## config.mk

```make
export PLATFORM = sky130hd
export DESIGN_NAME = fb_arbiter
export DESIGN_NICKNAME = d
export VERILOG_FILES = /design/src/rtl/fb_pkg.sv /design/src/rtl/fb_wr_fifo.sv /design/src/rtl/fb_arbiter.sv
export SDC_FILE = /design/constraint.sdc
export NUM_CORES = 1
export LEC_CHECK = 0
export ABC_AREA = 1
export CORE_MARGIN = 3
export CORE_UTILIZATION = 25
export CTS_BUF_LIST = sky130_fd_sc_hd__clkbuf_2 sky130_fd_sc_hd__clkbuf_4 sky130_fd_sc_hd__clkbuf_8
export CTS_CLUSTER_DIAMETER = 150
export CTS_CLUSTER_SIZE = 16
export DETAILED_ROUTE_END_ITERATION = 8
export PLACE_DENSITY_LB_ADDON = 0.2
export SLEW_MARGIN = 20
export SYNTH_ARGS = -nofsm -noshare
export SYNTH_HDL_FRONTEND = slang
export SYNTH_SLANG_ARGS = --single-unit
```

## constraint.sdc

```tcl
create_clock -name clk -period 2.3 [get_ports clk]
set_input_delay 0.23 -clock clk [delete_from_list [all_inputs] [get_ports clk]]
set_output_delay 0.23 -clock clk [all_outputs]
set_load 0.05 [all_outputs]
```

## src/rtl/fb_pkg.sv

```systemverilog
// Shared frame-buffer constants, grant encoding and address-range helper
// used by the frame-buffer arbiter and its write buffer.
package fb_pkg;

   localparam int FB_WIDTH  = 640;
   localparam int FB_HEIGHT = 480;
   localparam int FB_PIXELS = FB_WIDTH * FB_HEIGHT;

   typedef enum logic [1:0] {
      GNT_NONE = 2'd0,
      GNT_VGA  = 2'd1,
      GNT_WR   = 2'd2,
      GNT_RD   = 2'd3
   } gnt_e;

   // Records which non-VGA requester was served most recently.
   typedef enum logic {
      LAST_WR = 1'b0,
      LAST_RD = 1'b1
   } last_e;

   function automatic logic addr_in_range(input logic [31:0] addr, input logic [31:0] npix);
      return addr < npix;
   endfunction

endpackage

```

## src/rtl/fb_wr_fifo.sv

```systemverilog
// Registered write-buffer FIFO. DEPTH must be a power of two so the
// pointers wrap naturally; the occupancy counter carries the full/empty state.
module fb_wr_fifo #(
   parameter int WIDTH = 35,
   parameter int DEPTH = 4
) (
   input  logic                     clk,
   input  logic                     rst,
   input  logic                     push,
   input  logic                     pop,
   input  logic [WIDTH-1:0]         din,
   output logic [WIDTH-1:0]         dout,
   output logic                     full,
   output logic                     empty,
   output logic [$clog2(DEPTH):0]   count
);

   localparam int PTR_W = $clog2(DEPTH);
   localparam logic [PTR_W:0] FULL_CNT = (PTR_W + 1)'(DEPTH);

   logic [WIDTH-1:0] mem_q [DEPTH];
   logic [PTR_W-1:0] wr_ptr_q, wr_ptr_d;
   logic [PTR_W-1:0] rd_ptr_q, rd_ptr_d;
   logic [PTR_W:0]   count_q, count_d;
   logic             do_push, do_pop;

   assign do_push = push & ~full;
   assign do_pop  = pop & ~empty;

   always_comb begin
      wr_ptr_d = wr_ptr_q;
      rd_ptr_d = rd_ptr_q;
      count_d  = count_q;
      if (do_push) wr_ptr_d = wr_ptr_q + 1'b1;
      if (do_pop)  rd_ptr_d = rd_ptr_q + 1'b1;
      if (do_push && !do_pop)      count_d = count_q + 1'b1;
      else if (!do_push && do_pop) count_d = count_q - 1'b1;
   end

   always_ff @(posedge clk) begin
      if (rst) begin
         wr_ptr_q <= '0;
         rd_ptr_q <= '0;
         count_q  <= '0;
      end else begin
         wr_ptr_q <= wr_ptr_d;
         rd_ptr_q <= rd_ptr_d;
         count_q  <= count_d;
      end
   end

   // Storage needs no reset: the pointers alone define what is valid.
   always_ff @(posedge clk) begin
      if (do_push) mem_q[wr_ptr_q] <= din;
   end

   assign dout  = mem_q[rd_ptr_q];
   assign full  = (count_q == FULL_CNT);
   assign empty = (count_q == '0);
   assign count = count_q;

endmodule

```

## src/rtl/fb_arbiter.sv

```systemverilog
// Single-port frame-buffer arbiter: VGA reads always win, writer and read-back
// share the remaining cycles round-robin. Define FB_ARB_WR_FIFO_EN to buffer writes.
module fb_arbiter #(
   parameter int ADDR_W     = 19,
   parameter int DATA_W     = 16,
   parameter int FB_PIXELS  = fb_pkg::FB_PIXELS,
   parameter int FIFO_DEPTH = 4
) (
   input  logic              clk,
   input  logic              rst,
   input  logic              vga_rd,
   input  logic [ADDR_W-1:0] vga_addr,
   output logic [DATA_W-1:0] vga_data,
   input  logic              wr_valid,
   output logic              wr_ready,
   input  logic [ADDR_W-1:0] wr_addr,
   input  logic [DATA_W-1:0] wr_data,
   input  logic              rd_valid,
   output logic              rd_ready,
   input  logic [ADDR_W-1:0] rd_addr,
   output logic              rd_rvalid,
   output logic [DATA_W-1:0] rd_rdata,
   output logic              mem_en,
   output logic              mem_we,
   output logic [ADDR_W-1:0] mem_addr,
   output logic [DATA_W-1:0] mem_wdata,
   input  logic [DATA_W-1:0] mem_rdata
);

   import fb_pkg::*;

   if (FIFO_DEPTH < 2 || (FIFO_DEPTH & (FIFO_DEPTH - 1)) != 0) begin : g_bad_fifo_depth
      $error("fb_arbiter: FIFO_DEPTH must be a power of two, at least 2");
   end

   // Handshakes: writer transfers on wr_valid & wr_ready, read-back on
   // rd_valid & rd_ready; requesters hold valid and payload until ready.
   gnt_e              gnt;
   last_e             last_q, last_d;
   logic              wr_pend;
   logic [ADDR_W-1:0] wr_head_addr;
   logic [DATA_W-1:0] wr_head_data;
   logic              vga_in, wr_in, rd_in;
   logic              vga_ok_q, vga_ok_d;
   logic              rd_rvalid_q, rd_rvalid_d;
   logic              rd_ok_q, rd_ok_d;

`ifdef FB_ARB_WR_FIFO_EN
   logic                          init_q;
   logic                          fifo_full, fifo_empty;
   logic [$clog2(FIFO_DEPTH):0]   unused_fifo_count;
   logic [ADDR_W+DATA_W-1:0]      fifo_dout;

   // Holds wr_ready low through reset and releases it one cycle afterwards.
   always_ff @(posedge clk) begin
      if (rst) init_q <= 1'b0;
      else     init_q <= 1'b1;
   end

   assign wr_ready = init_q & ~fifo_full;
   assign wr_pend  = ~fifo_empty;
   assign {wr_head_addr, wr_head_data} = fifo_dout;

   fb_wr_fifo #(
      .WIDTH (ADDR_W + DATA_W),
      .DEPTH (FIFO_DEPTH)
   ) u_wr_fifo (
      .clk   (clk),
      .rst   (rst),
      .push  (wr_valid & wr_ready),
      .pop   (gnt == GNT_WR),
      .din   ({wr_addr, wr_data}),
      .dout  (fifo_dout),
      .full  (fifo_full),
      .empty (fifo_empty),
      .count (unused_fifo_count)
   );
`else
   assign wr_pend      = wr_valid;
   assign wr_head_addr = wr_addr;
   assign wr_head_data = wr_data;
   assign wr_ready     = (gnt == GNT_WR);
`endif

   assign vga_in = addr_in_range(32'(vga_addr), 32'(FB_PIXELS));
   assign wr_in  = addr_in_range(32'(wr_head_addr), 32'(FB_PIXELS));
   assign rd_in  = addr_in_range(32'(rd_addr), 32'(FB_PIXELS));

   always_comb begin
      gnt = GNT_NONE;
      if (!rst) begin
         if (vga_rd)                   gnt = GNT_VGA;
         else if (wr_pend && rd_valid) gnt = (last_q == LAST_RD) ? GNT_WR : GNT_RD;
         else if (wr_pend)             gnt = GNT_WR;
         else if (rd_valid)            gnt = GNT_RD;
      end
   end

   // Out-of-range accesses are still granted but never reach the BRAM.
   always_comb begin
      last_d      = last_q;
      mem_en      = 1'b0;
      mem_we      = 1'b0;
      mem_addr    = '0;
      mem_wdata   = '0;
      vga_ok_d    = 1'b0;
      rd_rvalid_d = 1'b0;
      rd_ok_d     = 1'b0;
      case (gnt)
         GNT_VGA: begin
            mem_en   = vga_in;
            mem_addr = vga_addr;
            vga_ok_d = vga_in;
         end
         GNT_WR: begin
            mem_en    = wr_in;
            mem_we    = wr_in;
            mem_addr  = wr_head_addr;
            mem_wdata = wr_head_data;
            last_d    = LAST_WR;
         end
         GNT_RD: begin
            mem_en      = rd_in;
            mem_addr    = rd_addr;
            rd_rvalid_d = 1'b1;
            rd_ok_d     = rd_in;
            last_d      = LAST_RD;
         end
         default: ;
      endcase
   end

   always_ff @(posedge clk) begin
      if (rst) begin
         last_q      <= LAST_RD;
         vga_ok_q    <= 1'b0;
         rd_rvalid_q <= 1'b0;
         rd_ok_q     <= 1'b0;
      end else begin
         last_q      <= last_d;
         vga_ok_q    <= vga_ok_d;
         rd_rvalid_q <= rd_rvalid_d;
         rd_ok_q     <= rd_ok_d;
      end
   end

   assign rd_ready  = (gnt == GNT_RD);
   assign vga_data  = vga_ok_q ? mem_rdata : '0;
   assign rd_rvalid = rd_rvalid_q;
   assign rd_rdata  = rd_ok_q ? mem_rdata : '0;

endmodule

```

; Word-level counts from Yosys, hierarchy flattened
; Cells that the tools add are included.
[totals]
reg_bits = 4
out_inout_bits = 72
elab_cells = 30
[classes]
n_lt_le_gt_ge = 3
eq_ne = 3
mux = 14
bitwise = 2
reduce_logical = 4
[op_table]
columns = op, n
row1 = $lt 19x19->1 const B, 3
row2 = $pmux 19 s3, 1
row3 = $mux 16, 3
row4 = $mux 2, 5
row5 = $eq 2x2->1 const B, 2
row6 = $reduce_or 2->1, 2
row7 = $mux 1, 3
row8 = $pmux 1 s3, 1
row9 = $eq 2x1->1 const B, 1
row10 = $not 1->1, 2
row11 = $pmux 1 s2, 1
row12 = $reduce_bool 2->1, 1
row13 = $logic_and 1x1->1, 1

; Depth between registers and ports, before layout
[logic_depth]
depth_word = 8
depth_mapped = 8
ltp_nobuf = 7

; Worst setup path after synthesis
; Ideal clock, no wire load.
[synth_timing]
path_kind = register to output
startpoint = register last_q
endpoint = output port mem_wdata[10]
arrival_time_ns = 1.516
setup_slack_ns = 0.554
path_stages_with_launch = 8
n_path_buf = 1
cell_sequence = dfxtp_1 nand2_1 nand2_1 nand2_2 nor2_4 inv_2 buf_6 nor2_1
[synth_via]
elab_chain_cells = 6
[synth_lines]
columns = item, line
row1 = "start, declared", fb_arbiter.sv:39  ; last_e last_q, last_d;
row2 = "start signal, assigned", fb_arbiter.sv:140  ; last_q <= last_d;
row3 = $mux 1, fb_arbiter.sv:93  ; else if (wr_pend && rd_valid) gnt = (last_q == LAST_RD) ? GNT_WR : GNT_RD;
row4 = $mux 2, fb_arbiter.sv:93
row5 = $mux 2, fb_arbiter.sv:92  ; if (vga_rd) gnt = GNT_VGA;
row6 = $mux 2, fb_arbiter.sv:91  ; if (!rst) begin
row7 = $eq 2x2->1, fb_arbiter.sv:109  ; case (gnt)
row8 = $mux 16, fb_arbiter.sv:109
row9 = "end, declared", fb_arbiter.sv:26  ; output logic [DATA_W-1:0] mem_wdata,
; No other way between the ends.

; Worst setup path in the final report
[layout_timing]
startpoint = register rd_ok_q
endpoint = output port rd_rdata[6]
[layout_via]
elab_chain_cells = 1
[layout_lines]
columns = item, line
row1 = "start, declared", fb_arbiter.sv:46  ; logic rd_ok_q, rd_ok_d;
row2 = "start signal, assigned", fb_arbiter.sv:143  ; rd_ok_q <= rd_ok_d;
row3 = $mux 16, fb_arbiter.sv:150  ; assign rd_rdata = rd_ok_q ? mem_rdata : '0;
row4 = "end, declared", fb_arbiter.sv:22  ; output logic [DATA_W-1:0] rd_rdata,
; No other way between the ends.

==> impl_metrics.ini <==
[cts]
post_cts_resize_count = 0
clk_transition_reported_paths_ns = 0.03
clock_network_latency_to_the_later_pin_of_the_worst_skew_pair_ns = 0.21
clockRootBuffer = clkbuf_8
cts_sinks = 4
tritoncts_clock_tree = yes
post_cts_hold_buffer_count = 0
postCtsSetupRepairBufs = 0
tritoncts.num_buffers = 3
cts.htree.levels = 1
clock_tree.buffer_depth = 2

[power]
power.density_cell_area_mw_per_mm2 = 267.6
overall_power_of_the_completed_layout_mw = 0.8389
worst_ir_drop_vdd_v = 0.0001598
static-leakage-power_nw = 1.642

[sta]
final_max_slew_viol_count = 0
slew_headroom_pct = 64.66
post_route_setup_tns_ns = 0
final-hold-violation-count = 0
period_share_pct = 89.24
setup_repair_after_global_routing_missed_its_margin = false
setup_viol = 0
worst_pin_slew_ns = 0.5285
fin_worst_skew_ns = 0.002324
finalWorstPathRequiredPeriod_ns = 2.053
timing.fmax_mhz = 487.2

[critical_path]
startpoint_of_the_lowest_slack_register_to_register_path = last_q$_SDFFE_PP1P_
critical_path.top_delay_family = buffers and inverters
path_max_fanout = 16
worst_setup_path_end_kind = output pin
biggest_cell_delay_along_the_critical_path_ns = 0.82
cp-startpoint = rd_ok_q$_SDFF_PP0_
crit_arrival_ns = 1.82
cpMaxStageDelayCell = clkdlybuf4s50_1
worstSetupStartpointType = flip-flop
cp.buffers_inverters = 2
rrSetupSlack_ns = 1.12
timing.setup.critical_path_class = flip-flop to output pin
cells_traversed_along_the_worst_timing_path = nand2_1, inv_1, clkdlybuf4s50_1
crit_required_ns = 2.07
r2r_cells = 8
rr_endpoint = vga_ok_q$_SDFF_PP0_
path_depth = 3

[logic_synthesis]
synth_top_area_cell = nand2_1
sequential_to_total_area_share_from_yosys_stat_pct = 7.776
syn-cell-area_mm2 = 0.001030
yosys_register_bits = 4
share_of_the_synthesized_area_in_the_top_cell_type_pct = 40.46
yosys_warnings = 0
mean_cell_area_of_the_mapped_netlist_um2 = 4.401
top_post_synthesis_cells_by_area = nand2_1 40%, inv_1 22%, nand3_1 9.7%, dfxtp_1 7.8%, nor2_1 7.3%
synth.lib_cells_used.distinct = 15
synth_nets = 328
synth_cells = 234

[min_path]
timing.hold.worst_endpoint = last_q$_SDFFE_PP1P_
holdCritStartpoint = last_q$_SDFFE_PP1P_
min_delay_path_depth = 2
hold_path.class = flip-flop to flip-flop

[routing]
first_iter_violations = 53
post_drt_via_cell_ratio = 4.312
dr_total_vias = 1910
first_pass_iters = 4
totalWireLength_mm = 5.355
drt-wirelength-per-cell_um = 12.09
drt_drc_violations_left = 0
detail-route-antenna-nets = 0

[global_routing]
globalRoute.totalOverflow = 0
number_of_global_route_vias_before_repair = 1957
grt_start_max_net_pins = 22
grt_use_total_pct = 21.25
antenna_found_initial = 0
wire_length_of_the_first_global_routing_pass_mm = 8.611

[floorplan]
io-pin-count = 166
coreArea_mm2 = 0.003826
site_rows = 22
chipHeight_um = 70.18
die-area_mm2 = 0.004925
fp.dieW_um = 70.18
start_util_pct = 26.91

[placement]
post-dp-hpwl_mm = 4.847
place.gp.congestion = 0.8526
placed_cells = 440
buffer_ports.inserted = 165
placedInstanceArea_mm2 = 0.003093

[final_layout]
mostFrequentLayoutCells = 126 x clkdlybuf4s50_1, 111 x nand2_1, 59 x inv_1
n_antenna_cell = 0
synthToLayoutAreaGrowth_pct = 204.4
final_core_util_pct = 81.92
final_nets = 491
final_instance_area_mm2 = 0.003134
mostFrequentLayoutCell = clkdlybuf4s50_1
drive_above_1_share_pct = 13.42
layout.cells.non_filler = 443

[flow_run]
maxcap_violations = 0

[status]
outcome = completed
## area by class of cell
class                   instances  area, um2
clock buffers                   3      41.29
fillers                       271      691.9
inverters                      60      225.2
multi-input cells             159      655.6
flip-flops and latches          4      80.08
well taps                      48      60.06
repair buffers                169       2072
## worst min-delay path, stage by stage, from the launching register on
cell	delay (ns)
dfxtp_1	0.33
o21ai_0	0.09
o21ai_0	0.09
## cells in the mapped netlist
library cell,n
nor2_2,2
clkbuf_1,2
nand3_1,20
buf_6,1
inv_2,1
nand2_2,2
dfxtp_1,4
inv_1,59
nand3_4,1
nor2_1,20
buf_4,4
o21ai_0,2
nand2_1,111
buf_2,4
nor2_4,1
## registers in the layout, indices dropped and copies added, names as in the netlist
register,cells
vga_ok_q,1
rd_ok_q,1
rd_rvalid,1
last_q,1
## where the power goes
| group | switching, mW | internal (mW) | leakage (nW) | total, mW |
|---|---|---|---|---|
| Clock | 0.0323 | 0.111 | 0.0216 | 0.143 |
| Combinational | 0.300 | 0.315 | 1.59 | 0.615 |
| Sequential | 0.00678 | 0.0738 | 0.0328 | 0.0806 |
## routing by layer
layer / wire, um / vias up / GRT usage, %
li1: - / 979 / -
met1: 1789 / 826 / 20.34
met2: 2944 / 103 / 43.23
met3: 599 / 2 / 7.194
met4: 22 / 0 / 3.830
met5: 0 / - / 0
## worst max path at each step
stage          slack (ns)             to
2_1_floorplan        0.55  mem_wdata[10]
3_3_place_gp         0.36         mem_en
3_5_place_dp         0.32         mem_en
4_1_cts              0.22    vga_data[3]
5_1_grt              0.13   vga_data[10]
6_report             0.25    rd_rdata[6]
## cell families (layout without fill, tap and decap cells)
group | Yosys count | count (layout) | synth area share, %
buf+inv | 71 | 232 | 28.55
compound gates | 2 | 2 | 0.9721
simple gates | 157 | 157 | 62.70
flops | 4 | 4 | 7.777
## per-stage QoR
stage / setup WS, ns / hold WS, ns
after floorplan: 0.5539 / 0.3606
after global placement: 0.3552 / 0.4983
after detailed placement: 0.3159 / 0.5396
after CTS: 0.2217 / 0.5516
after global routing: 0.1276 / 0.6050
final: 0.2475 / 0.5413
Power figures use the tool's default switching activity.
